**config.mk**
```make
export PLATFORM = sky130hd
export DESIGN_NAME = vram_arbiter
export DESIGN_NICKNAME = d
export VERILOG_FILES = /design/src/rtl/vga_pkg.sv /design/src/rtl/vram_arbiter_cell_tracker.sv /design/src/rtl/vram_arbiter.sv
export SDC_FILE = /design/constraint.sdc
export NUM_CORES = 1
export LEC_CHECK = 0
export CORE_MARGIN = 1.5
export CORE_UTILIZATION = 50
export CTS_CLUSTER_DIAMETER = 60
export DETAILED_ROUTE_END_ITERATION = 7
export DONT_BUFFER_PORTS = 1
export GPL_ROUTABILITY_DRIVEN = 1
export GPL_TIMING_DRIVEN = 0
export PLACE_DENSITY = 0.68
export SETUP_SLACK_MARGIN = 0.05
export SYNTH_ARGS = -nofsm -noshare
export SYNTH_HDL_FRONTEND = slang
export SYNTH_SLANG_ARGS = --single-unit
```
**constraint.sdc**
```tcl
create_clock -name clk -period 2.9 [get_ports clk]
set_input_delay 0.58 -clock clk [delete_from_list [all_inputs] [get_ports clk]]
set_output_delay 0.58 -clock clk [all_outputs]
set_load 0.02 [all_outputs]
```
**src/rtl/vga_pkg.sv**
```systemverilog
// Shared playfield/VGA constants for the snake display path and its cell RAM.
// Cell codes, grid geometry and the scan-out pipeline latency live here.
package vga_pkg;

  localparam int H_ACTIVE    = 800;
  localparam int V_ACTIVE    = 600;
  localparam int CELL_SIZE   = 20;
  localparam int GRID_W      = H_ACTIVE / CELL_SIZE;
  localparam int GRID_H      = V_ACTIVE / CELL_SIZE;
  localparam int N_CELLS     = GRID_W * GRID_H;
  localparam int ADDR_W      = 11;
  localparam int DATA_W      = 4;
  localparam int PIX_LATENCY = 3;

  localparam logic [DATA_W-1:0] CELL_EMPTY = 4'd0;
  localparam logic [DATA_W-1:0] CELL_SNAKE = 4'd1;
  localparam logic [DATA_W-1:0] CELL_FOOD  = 4'd2;
  localparam logic [DATA_W-1:0] CELL_WALL  = 4'd3;

  typedef enum logic {
    CLR_IDLE,
    CLR_CLEAR
  } clr_state_t;

  typedef enum logic [1:0] {
    SLOT_NONE,
    SLOT_DISP,
    SLOT_GAME,
    SLOT_CLEAR
  } slot_t;

endpackage

```
**src/rtl/vram_arbiter_cell_tracker.sv**
```systemverilog
// Follows the scan position in cell units and flags the first pixel of each
// visible cell, together with its linear RAM address (no multiplier).
module cell_tracker #(
  parameter int CELL_SIZE = 20,
  parameter int GRID_W    = 40,
  parameter int GRID_H    = 30,
  parameter int ADDR_W    = 11
) (
  input  logic              clk,
  input  logic              rst,
  input  logic [9:0]        pix_x,
  input  logic [9:0]        pix_y,
  input  logic              pix_valid,
  output logic              slot,
  output logic [ADDR_W-1:0] addr
);

  localparam int SW = $clog2(CELL_SIZE);
  localparam int CW = $clog2(GRID_W + 1);
  localparam int RW = $clog2(GRID_H + 1);
  localparam logic [SW-1:0] SUB_LAST = SW'(CELL_SIZE - 1);

  logic [SW-1:0]     xsub_q, xsub_c, ysub_q, ysub_c;
  logic [CW-1:0]     col_q, col_c;
  logic [RW-1:0]     row_q, row_c;
  logic [ADDR_W-1:0] base_q, base_c;
  logic              line_start;

  assign line_start = pix_valid && (pix_x == '0);

  // Position of the pixel presented this cycle; registers hold the next one.
  always_comb begin
    xsub_c = xsub_q;
    col_c  = col_q;
    ysub_c = ysub_q;
    row_c  = row_q;
    base_c = base_q;
    if (line_start) begin
      xsub_c = '0;
      col_c  = '0;
      if (pix_y == '0) begin
        ysub_c = '0;
        row_c  = '0;
        base_c = '0;
      end else if (ysub_q == SUB_LAST) begin
        ysub_c = '0;
        row_c  = row_q + 1'b1;
        base_c = base_q + ADDR_W'(GRID_W);
      end else begin
        ysub_c = ysub_q + 1'b1;
      end
    end
  end

  assign slot = pix_valid && (xsub_c == '0) && (col_c < CW'(GRID_W)) &&
                (row_c < RW'(GRID_H));
  assign addr = base_c + ADDR_W'(col_c);

  always_ff @(posedge clk or negedge rst) begin
    if (!rst) begin
      xsub_q <= '0;
      col_q  <= '0;
      ysub_q <= '0;
      row_q  <= '0;
      base_q <= '0;
    end else if (pix_valid) begin
      xsub_q <= (xsub_c == SUB_LAST) ? '0 : xsub_c + 1'b1;
      col_q  <= (xsub_c == SUB_LAST) ? col_c + 1'b1 : col_c;
      ysub_q <= ysub_c;
      row_q  <= row_c;
      base_q <= base_c;
    end
  end

endmodule

```
**src/rtl/vram_arbiter.sv**
```systemverilog
// Single-port cell RAM arbiter: fixed display read slots, a bulk clear engine
// and a game req/ack port share the remaining cycles in that priority order.
module vram_arbiter #(
  parameter int CELL_SIZE = vga_pkg::CELL_SIZE,
  parameter int GRID_W    = vga_pkg::GRID_W,
  parameter int GRID_H    = vga_pkg::GRID_H,
  parameter int DATA_W    = vga_pkg::DATA_W,
  parameter int ADDR_W    = vga_pkg::ADDR_W,
  parameter logic [DATA_W-1:0] CLR_VAL = DATA_W'(vga_pkg::CELL_EMPTY)
) (
  input  logic              clk,
  input  logic              rst,
  input  logic [9:0]        pix_x,
  input  logic [9:0]        pix_y,
  input  logic              pix_valid,
  output logic [DATA_W-1:0] disp_cell,
  output logic [ADDR_W-1:0] ram_addr,
  output logic              ram_we,
  output logic [DATA_W-1:0] ram_wdata,
  input  logic [DATA_W-1:0] ram_rdata,
  input  logic              gm_req,
  input  logic              gm_we,
  input  logic [ADDR_W-1:0] gm_addr,
  input  logic [DATA_W-1:0] gm_wdata,
  output logic              gm_ack,
  output logic              gm_rvalid,
  output logic [DATA_W-1:0] gm_rdata,
  input  logic              clr_start,
  output logic              clr_busy,
  output logic              clr_done
);

  import vga_pkg::*;

  localparam logic [ADDR_W-1:0] CLR_LAST = ADDR_W'(GRID_W * GRID_H - 1);

  clr_state_t        state, state_d;
  slot_t             grant;
  logic [ADDR_W-1:0] clr_addr, clr_addr_d;
  logic              last_grant, last_q;
  logic              disp_slot;
  logic [ADDR_W-1:0] disp_addr;
  logic [1:0]        disp_rd, gm_rd;

  cell_tracker #(
    .CELL_SIZE(CELL_SIZE),
    .GRID_W   (GRID_W),
    .GRID_H   (GRID_H),
    .ADDR_W   (ADDR_W)
  ) u_tracker (
    .clk      (clk),
    .rst      (rst),
    .pix_x    (pix_x),
    .pix_y    (pix_y),
    .pix_valid(pix_valid),
    .slot     (disp_slot),
    .addr     (disp_addr)
  );

  assign clr_busy = (state == CLR_CLEAR);

  // The game also waits through a clear's final write and through the cycle a
  // clear is being started, so a pending request is served after clr_done.
  always_comb begin
    state_d    = state;
    clr_addr_d = clr_addr;
    grant      = SLOT_NONE;
    last_grant = 1'b0;
    if (disp_slot) begin
      grant = SLOT_DISP;
    end else if (state == CLR_CLEAR) begin
      grant = SLOT_CLEAR;
    end else if (gm_req && !gm_ack && !last_q && !clr_start) begin
      grant = SLOT_GAME;
    end
    case (state)
      CLR_IDLE: begin
        if (clr_start) begin
          state_d    = CLR_CLEAR;
          clr_addr_d = '0;
        end
      end
      CLR_CLEAR: begin
        if (grant == SLOT_CLEAR) begin
          clr_addr_d = clr_addr + 1'b1;
          if (clr_addr == CLR_LAST) begin
            state_d    = CLR_IDLE;
            last_grant = 1'b1;
          end
        end
      end
      default: state_d = CLR_IDLE;
    endcase
  end

  always_ff @(posedge clk or negedge rst) begin
    if (!rst) begin
      state    <= CLR_IDLE;
      clr_addr <= '0;
      last_q   <= 1'b0;
      clr_done <= 1'b0;
    end else begin
      state    <= state_d;
      clr_addr <= clr_addr_d;
      last_q   <= last_grant;
      clr_done <= last_q;
    end
  end

  // RAM command in G+1, read data in G+2, captured result visible from G+3.
  always_ff @(posedge clk or negedge rst) begin
    if (!rst) begin
      ram_addr  <= '0;
      ram_we    <= 1'b0;
      ram_wdata <= '0;
      gm_ack    <= 1'b0;
      gm_rvalid <= 1'b0;
      gm_rdata  <= '0;
      disp_cell <= '0;
      disp_rd   <= '0;
      gm_rd     <= '0;
    end else begin
      gm_ack  <= (grant == SLOT_GAME);
      disp_rd <= {disp_rd[0], grant == SLOT_DISP};
      gm_rd   <= {gm_rd[0], (grant == SLOT_GAME) && !gm_we};
      case (grant)
        SLOT_DISP: begin
          ram_addr <= disp_addr;
          ram_we   <= 1'b0;
        end
        SLOT_GAME: begin
          ram_addr  <= gm_addr;
          ram_we    <= gm_we;
          ram_wdata <= gm_wdata;
        end
        SLOT_CLEAR: begin
          ram_addr  <= clr_addr;
          ram_we    <= 1'b1;
          ram_wdata <= CLR_VAL;
        end
        default: ram_we <= 1'b0;
      endcase
      if (disp_rd[1]) disp_cell <= ram_rdata;
      gm_rvalid <= gm_rd[1];
      if (gm_rd[1]) gm_rdata <= ram_rdata;
    end
  end

endmodule

```
==> metrics.md, run 1 <==
| Metric | Value |
|---|---|
| Run status | `complete, but fails checks` |
| Violated checks | `setup timing` |
| Total leakage power | `about 0.0021 µW` |
| Residual overflow from global routing | `0` |
| Utilization after layout | `slightly above 60%` |
| Largest area contributor in the synthesized netlist | `sky130_fd_sc_hd__dfrtp_1` |
| Die ar. | `around 0.0088 mm²` |
| Non-Filler Cell Area, Final | `roughly 0.0049 mm²` |
| Area Overhead vs Synth | `17.9%` |
| Bufs on Longest Clock Path | `2` |
| Highest ir drop seen on vdd | `a little under 0.3 mV` |
| Final weighted congestion of routability-driven global placement | `0.826` |
| Total number of H-tree levels | `3` |
| Upper clock frequency limit | `just over 0.3 GHz` |
| Data required time of the critical path | `3.17 ns` |
| Clk_lat worst skew | `approximately 0.36 ns` |
| Series of cell instances along the critical path | `or4_4 -> nor4_4 -> and2_4 -> buf_8 -> nor2b_4 -> ha_4 -> fa_2 -> a21o_1 -> a21oi_2 -> nor2_2 -> a211oi_2 -> buf_4 -> nor2_4 -> xnor2_2 -> o21ai_1` |
| Most numerous cell in the Yosys netlist | `sky130_fd_sc_hd__dfrtp_1` |
| Hold violation total from the final report | `0` |
| Ant diodes | `0` |
| Clock-pin slew on the worst setup and hold paths | `0.08 ns` |
| Buf+Inv Stages, Crit Path | `2` |
| Post-Synthesis Cell Area | `0.00411 mm²` |
| Slowest cell on the critical path | `sky130_fd_sc_hd__or4_4` |
| Setup crit end kind | `flop` |
| Max-slew violations | `0` |
| Kind of critical path | `in -> reg` |
| Top Ports | `73` |
| First-pass iteration count of the detailed router | `5` |
| Number of synthesized flops with an enable pin | `0` |
| Dpl cell area | `roughly 0.0043 mm²` |
| Antenna violations before repair | `0` |
| Crit path launch type | `primary input` |
| Remaining routing DRC violations | `0` |
| Worst-margin pin slew | `~0.57 ns` |
| Primary FF master, synth | `sky130_fd_sc_hd__dfrtp_1` |
| Vertical die dimension | `around 94 µm` |
| Final Power | `2920 µW` |
| Placeable Area | `between 0.007 and 0.008 mm²` |
| Share of layout cells above drive strength 1 | `about a fifth` |
| Average instance area after synthesis | `9.61 µm²` |
| WL final | `roughly 9900 µm` |
| Fraction of synthesized cell area taken by the top area cell type | `a little under half` |
| TritonCTS Buffers | `9` |
| Number of clock sinks | `76` |
| Top area cells in the synthesized netlist | `sky130_fd_sc_hd__dfrtp_1 46%, sky130_fd_sc_hd__ha_1 4.0%, sky130_fd_sc_hd__nand2_1 3.9%` |
| Initial standard-cell utilization of the core | `52.4%` |
| Flop and latch count out of synthesis | `76` |
| Final WS setup | `-0.336 ns` |
| Total Routing Usage GR | `between 20% and 30%` |
| Port buffer count | `0` |
| Std-Cell Rows | `32` |
| Nets in the synthesized netlist | `approximately 500` |
| Post-route minimum period | `around 3.2 ns` |
| Commonest cells in the netlist | `76 x sky130_fd_sc_hd__dfrtp_1, 43 x sky130_fd_sc_hd__nand2_1, 31 x sky130_fd_sc_hd__o21ai_0` |
| Critical-path maximum fanout | `5` |
| Class of the most critical hold timing path | `in -> async` |
| Layout Nets | `510` |
| Root buffer cell | `sky130_fd_sc_hd__clkbuf_8` |
| Post-detailed-route via-to-cell ratio | `6.14` |
| First-pass GRT wire length | `about 16000 µm` |
| Fraction of registers with async set or reset after synthesis | `100%` |
| Relative max-transition margin | `approximately 62%` |
| Max stage delay on crit path | `0.53 ns` |
| Number of global-route vias before repair | `3340` |
| Period Utilization, post-route | `112%` |
| Antenna viol nets, final | `0` |
| Per-cell routed wire length | `around 18 µm` |
| Part of the Yosys area used for sequential elements | `46.2%` |
| Post-route worst hold slack | `slightly below 0.1 ns` |
| Synthesis warning total | `0` |
| Post-DP HPWL | `6780 µm` |
| Worst Skew | `approximately 0.014 ns` |
| Data arrival time of the critical path | `between 3 and 4 ns` |
| Synthesized instance count | `428` |
| Number of maximum-capacitance constraint violations | `0` |
| RSZ-0062 raised after global routing | `true` |
| Family with the most delay on the worst path | `simple AND/OR/NAND/NOR gates` |
| Non-filler instance count after layout | `557` |
| Placed Cells incl. Taps | `530` |
| Total power per unit cell area | `between 600 and 700 mW/mm²` |
| Number of distinct library cell variants in the gate-level netlist after synthesis | `58` |
| Detailed Route Iter0 Violations | `about 150` |
| Final setup violation count | `6` |
| DIE WIDTH | `approximately 94 µm` |
| Largest net degree at the start of global routing | `77` |
| Vias | `3421` |
| CTS tree | `done` |
==> cell type report <==
class | instances | area, µm²
fillers | 703 | 3000
multi-input cells | 311 | 2270
flip-flops and latches | 76 | 1900
clock buffers | 11 | 141
plain buffers | 21 | 136
well taps | 102 | 128
repair buffers | 13 | 121
clock inverters | 4 | 73.8
inverters | 19 | 73.8
==> flip-flops by register name, indices dropped and copies added, names as in the netlist, 2 cells and up <==
| name | flops |
|---|---|
| clr_addr | 11 |
| ram_addr | 11 |
| u_tracker.base_q | 11 |
| u_tracker.col_q | 6 |
| u_tracker.row_q | 5 |
| u_tracker.xsub_q | 5 |
| u_tracker.ysub_q | 5 |
| disp_cell | 4 |
| gm_rdata | 4 |
| ram_wdata | 4 |
| disp_rd | 2 |
| gm_rd | 2 |
==> report_power, final <==
group / internal [µW] / switching [µW] / total (µW)
registers: 1230 / 250 / 1480
clock network: 504 / 409 / 913
logic: 242 / 283 / 526
==> through the flow <==
step                      setup TNS [ns]  setup WS, ns
final                              -1.58        -0.336
after global routing               -2.46        -0.447
after CTS                          -1.20        -0.329
after detailed placement          -10.58        -0.942
after global placement             -9.32        -0.909
after floorplan                    -2.11        -0.612
==> worst register-to-register path, cell delays in order (launching register included) <==
cell and delay, ns:
sky130_fd_sc_hd__dfrtp_1 0.44, sky130_fd_sc_hd__ha_4 0.18, sky130_fd_sc_hd__nand4bb_1 0.12, sky130_fd_sc_hd__buf_6 0.16, sky130_fd_sc_hd__or4_1 0.49, sky130_fd_sc_hd__mux2i_1 0.16, sky130_fd_sc_hd__a32oi_1 0.11, sky130_fd_sc_hd__o31ai_4 0.38
sky130_fd_sc_hd__inv_4 0.12, sky130_fd_sc_hd__or4_1 0.49, sky130_fd_sc_hd__o211ai_1 0.12
==> what timing repair did <==
action	CTS	global route
gates resized for setup	10	53
hold endpoints to repair	76	0
pin swaps	11	25
setup buffers	10	3
endpoints found under the setup margin	10	33
hold buffers	1	0
gates cloned	0	0
==> metal layers <==
| metal | share of wire (%) | routed length [µm] | GRT usage [%] |
|---|---|---|---|
| met1 | 42 | 4170 | 30.3 |
| met2 | 50 | 4940 | 39.0 |
| met3 | 6.6 | 656 | 5.26 |
| met4 | 1.6 | 158 | 8.46 |
| met5 | 0 | 0 | 0 |
==> cells by family (layout without fill, tap and decap cells) <==
| group | count (synthesis) | in the layout | share of synthesized area (%) |
|---|---|---|---|
| compound gates | 114 | 114 | 18.3 |
| xor+xnor | 16 | 16 | 3.41 |
| fa+ha+maj | 14 | 14 | 4.44 |
| buf+inv | 41 | 68 | 3.86 |
| flops | 76 | 76 | 46.2 |
| mux | 15 | 15 | 3.92 |
| simple gates | 152 | 152 | 19.8 |
==> final timing paths <==
path                                            startpoint                               to  slack [ns]  depth (start not counted)
max                                               pix_y[6]          ram_addr[8]$_DFFE_PN0P_       -0.34                         15
min                                                    rst          gm_rdata[3]$_DFFE_PN0P_         0.1                          1
max reg2reg                u_tracker.ysub_q[1]$_DFFE_PN0P_          clr_addr[7]$_DFFE_PN0P_        0.05                         10
min reg2reg                           disp_rd[0]$_DFF_PN0_             disp_rd[1]$_DFF_PN0_        0.35                          0
max in group asynchronous                              rst  u_tracker.ysub_q[0]$_DFFE_PN0P_        2.46                          1
min in group clk                                     gm_we               gm_rd[0]$_DFF_PN0_        0.28                          1
==> layout by cell type (no fill, tap or decap), types with 5 or more instances in the layout <==
master,count
sky130_fd_sc_hd__nor2b_1,6
sky130_fd_sc_hd__o22ai_1,5
sky130_fd_sc_hd__clkbuf_8,10
sky130_fd_sc_hd__mux2i_1,6
sky130_fd_sc_hd__xnor2_1,9
sky130_fd_sc_hd__o211ai_1,7
sky130_fd_sc_hd__ha_1,8
sky130_fd_sc_hd__nand2_1,43
sky130_fd_sc_hd__buf_4,12
sky130_fd_sc_hd__nor3_1,9
sky130_fd_sc_hd__a22oi_1,7
sky130_fd_sc_hd__or4_1,5
sky130_fd_sc_hd__nand4_1,7
sky130_fd_sc_hd__o21ai_0,28
sky130_fd_sc_hd__nor2_1,24
sky130_fd_sc_hd__buf_6,5
sky130_fd_sc_hd__mux2_2,9
sky130_fd_sc_hd__a21oi_1,19
sky130_fd_sc_hd__and2_1,6
sky130_fd_sc_hd__clkbuf_1,9
sky130_fd_sc_hd__inv_1,17
sky130_fd_sc_hd__nand3_1,7
sky130_fd_sc_hd__dfrtp_1,75
(Power assumes the default switching activity.)
==> run 2, diff against run 1 <==
--- a/config.mk
+++ b/config.mk
@@ -11,7 +11,6 @@
 export DETAILED_ROUTE_END_ITERATION = 7
 export DONT_BUFFER_PORTS = 1
 export GPL_ROUTABILITY_DRIVEN = 1
-export GPL_TIMING_DRIVEN = 0
 export PLACE_DENSITY = 0.68
 export SETUP_SLACK_MARGIN = 0.05
 export SYNTH_ARGS = -nofsm -noshare
==> metrics.md, run 2 (synthesis results as in run 1) <==
| Metric | Value |
|---|---|
| Highest ir drop seen on vdd | `0.347 mV` |
| Ant diodes | `0` |
| Data arrival time of the critical path | `around 3.3 ns` |
| Remaining routing DRC violations | `0` |
| Period Utilization, post-route | `104%` |
| Total leakage power | `around 0.0022 µW` |
| Critical-path maximum fanout | `3` |
| Fraction of power consumed by the clock network | `26.6%` |
| Bufs on Longest Clock Path | `2` |
| WL final | `about 9400 µm` |
| Layout Nets | `around 530` |
| Worst Skew | `about 0.010 ns` |
| Residual overflow from global routing | `0` |
| Relative max-transition margin | `~57%` |
| RSZ-0062 raised after global routing | `true` |
| Number of clock sinks | `76` |
| Utilization after layout | `between 60% and 70%` |
| Final WS setup | `-0.124 ns` |
| Part of the total power dissipated in combinational logic | `between 10% and 20%` |
| Total power per unit cell area | `558 mW/mm²` |
| Top Ports | `between 70 and 80` |
| Clock-pin slew on the worst setup and hold paths | `about 0.080 ns` |
| TritonCTS Buffers | `9` |
| Post-route worst hold slack | `0.113 ns` |
| Kind of critical path | `in -> reg` |
| Post-detailed-route via-to-cell ratio | `5.81` |
| Max-slew violations | `0` |
| Vertical die dimension | `around 94 µm` |
| Class of the most critical hold timing path | `in -> async` |
| Per-cell routed wire length | `around 16 µm` |
| Final weighted congestion of routability-driven global placement | `between 0.8 and 0.9` |
| Post-route minimum period | `just over 3 ns` |
| Die ar. | `between 0.008 and 0.009 mm²` |
| Antenna violations before repair | `0` |
| DIE WIDTH | `93.7 µm` |
| Clk_lat worst skew | `roughly 0.35 ns` |
| Startpoint of the worst-slack reg-to-reg timing path | `u_tracker.ysub_q[0]$_DFFE_PN0P_` |
| Worst flop-to-flop path endpoint | `clr_addr[7]$_DFFE_PN0P_` |
| Net Sw Power | `about 910 µW` |
| Number of cells on the worst reg-to-reg path | `10` |
| Std-Cell Rows | `32` |
| Area Overhead vs Synth | `19.3%` |
| Internal power of the cells | `1830 µW` |
| Vias | `3374` |
| Registers with the highest flip-flop counts | `clr_addr x11, ram_addr x11, u_tracker.base_q x11` |
| Dpl cell area | `roughly 0.0045 mm²` |
| Most common cell after layout, fill and taps aside | `sky130_fd_sc_hd__dfrtp_1` |
| CTS tree | `done` |
| Number of global-route vias before repair | `between 3000 and 4000` |
| Antenna viol nets, final | `0` |
| First-pass iteration count of the detailed router | `4` |
| Root buffer cell | `sky130_fd_sc_hd__clkbuf_8` |
| Number of maximum-capacitance constraint violations | `0` |
| Total number of H-tree levels | `3` |
| Run status | `complete, but fails checks` |
| Worst-margin pin slew | `0.649 ns` |
| Commonest non-fill, non-tap cells in the layout | `76 x sky130_fd_sc_hd__dfrtp_1, 53 x sky130_fd_sc_hd__buf_4, 43 x sky130_fd_sc_hd__nand2_1` |
| Total Routing Usage GR | `~22%` |
| Crit path launch type | `primary input` |
| Largest net degree at the start of global routing | `just under 80` |
| Beginning of the critical path | `pix_y[5]` |
| Fraction of power spent switching nets | `about a third` |
| Final setup violation count | `5` |
| Placeable Area | `0.00785 mm²` |
| First-pass GRT wire length | `15300 µm` |
| Hold violation total from the final report | `0` |
| Post-DP HPWL | `6550 µm` |
| Share of power burned in registers | `between 50% and 60%` |
| Port buffer count | `0` |
| Share of layout cells above drive strength 1 | `23.4%` |
| Endpoint of the most critical setup path | `ram_addr[10]$_DFFE_PN0P_` |
| Upper clock frequency limit | `0.331 GHz` |
| Data required time of the critical path | `between 3 and 4 ns` |
| Violated checks | `setup timing` |
| Initial standard-cell utilization of the core | `a little over half` |
| Non-Filler Cell Area, Final | `between 0.004 and 0.005 mm²` |
| Detailed Route Iter0 Violations | `115` |
| Setup slack of the most critical reg-to-reg path | `around 0.19 ns` |
| Setup crit end kind | `flop` |
run 2: changes by cell type in the layout (fill, tap and decap cells not counted), moves of 3 or more:
cell,change
sky130_fd_sc_hd__buf_4,+41
sky130_fd_sc_hd__xnor2_1,+3
sky130_fd_sc_hd__nor2_1,+5
sky130_fd_sc_hd__nor2_2,-3
sky130_fd_sc_hd__clkbuf_1,-7
sky130_fd_sc_hd__xnor2_2,-3
run 2: worst max-delay path, stage by stage:
cell                       delay (ns)
sky130_fd_sc_hd__or4_4           0.53
sky130_fd_sc_hd__nor4_4          0.33
sky130_fd_sc_hd__and2_4          0.22
sky130_fd_sc_hd__nor2b_1         0.05
sky130_fd_sc_hd__ha_2            0.18
sky130_fd_sc_hd__fa_2            0.33
sky130_fd_sc_hd__a21o_1          0.17
sky130_fd_sc_hd__a21oi_2         0.13
sky130_fd_sc_hd__nor2_1          0.07
sky130_fd_sc_hd__a211oi_2        0.17
sky130_fd_sc_hd__and4bb_2        0.28
sky130_fd_sc_hd__xnor2_2         0.12
sky130_fd_sc_hd__o21ai_1         0.12
run 2: power groups by stage:
stage	clock [µW]	combinational [µW]	sequential, µW
floorplan	0	413	1450
global placement	0	458	1520
detailed placement	0	479	1530
CTS	743	507	1510
global route	799	583	1530
finish	729	503	1510
run 2: worst min-delay path by stage:
stage                     slack, ns                        to  depth (start not counted)
after global routing           0.12   gm_rdata[0]$_DFFE_PN0P_                          1
after detailed placement       0.29  disp_cell[1]$_DFFE_PN0P_                          0
after global placement         0.29   gm_rdata[3]$_DFFE_PN0P_                          0
after floorplan                0.28   clr_addr[0]$_DFFE_PN0P_                          0
after CTS                      0.13  disp_cell[3]$_DFFE_PN0P_                          1
final                          0.11   gm_rdata[3]$_DFFE_PN0P_                          1
run 2: per-layer routing:
metal / global-route usage, % / up-vias / part of all wire, %
li1: - / 1647 / -
met1: 30.3 / 1637 / 46
met2: 35.3 / 75 / 48
met3: 4.05 / 15 / 3.5
met4: 10.1 / 0 / 2.0
met5: 0 / - / 0
run 2: metrics by stage:
step	instances	setup TNS, ns	total power, µW	worst slack (ns)
2_1_floorplan	428	-2.11	1870	-0.612
3_3_place_gp	549	-5.35	1980	-0.507
3_5_place_dp	549	-6.59	2000	-0.538
4_1_cts	567	-0.122	2760	-0.0647
5_1_grt	581	-0.850	2910	-0.204
6_report	581	-0.306	2740	-0.124
run 2: timing repair:
item,CTS,global route
pin swaps,4,11
gates resized for setup,2,16
endpoints found under the setup margin,8,25
hold endpoints to repair,76,0
gates cloned,0,0
hold buffers,1,0
setup buffers,2,14
run 2: area by class of cell:
cell class | instances | area [µm²]
Inverter | 19 | 71.3
Fill cell | 671 | 2940
Sequential cell | 76 | 1900
Tap cell | 102 | 128
Timing Repair Buffer | 58 | 464
Multi-Input combinational cell | 311 | 2170
Clock inverter | 2 | 10.0
Clock buffer | 13 | 159
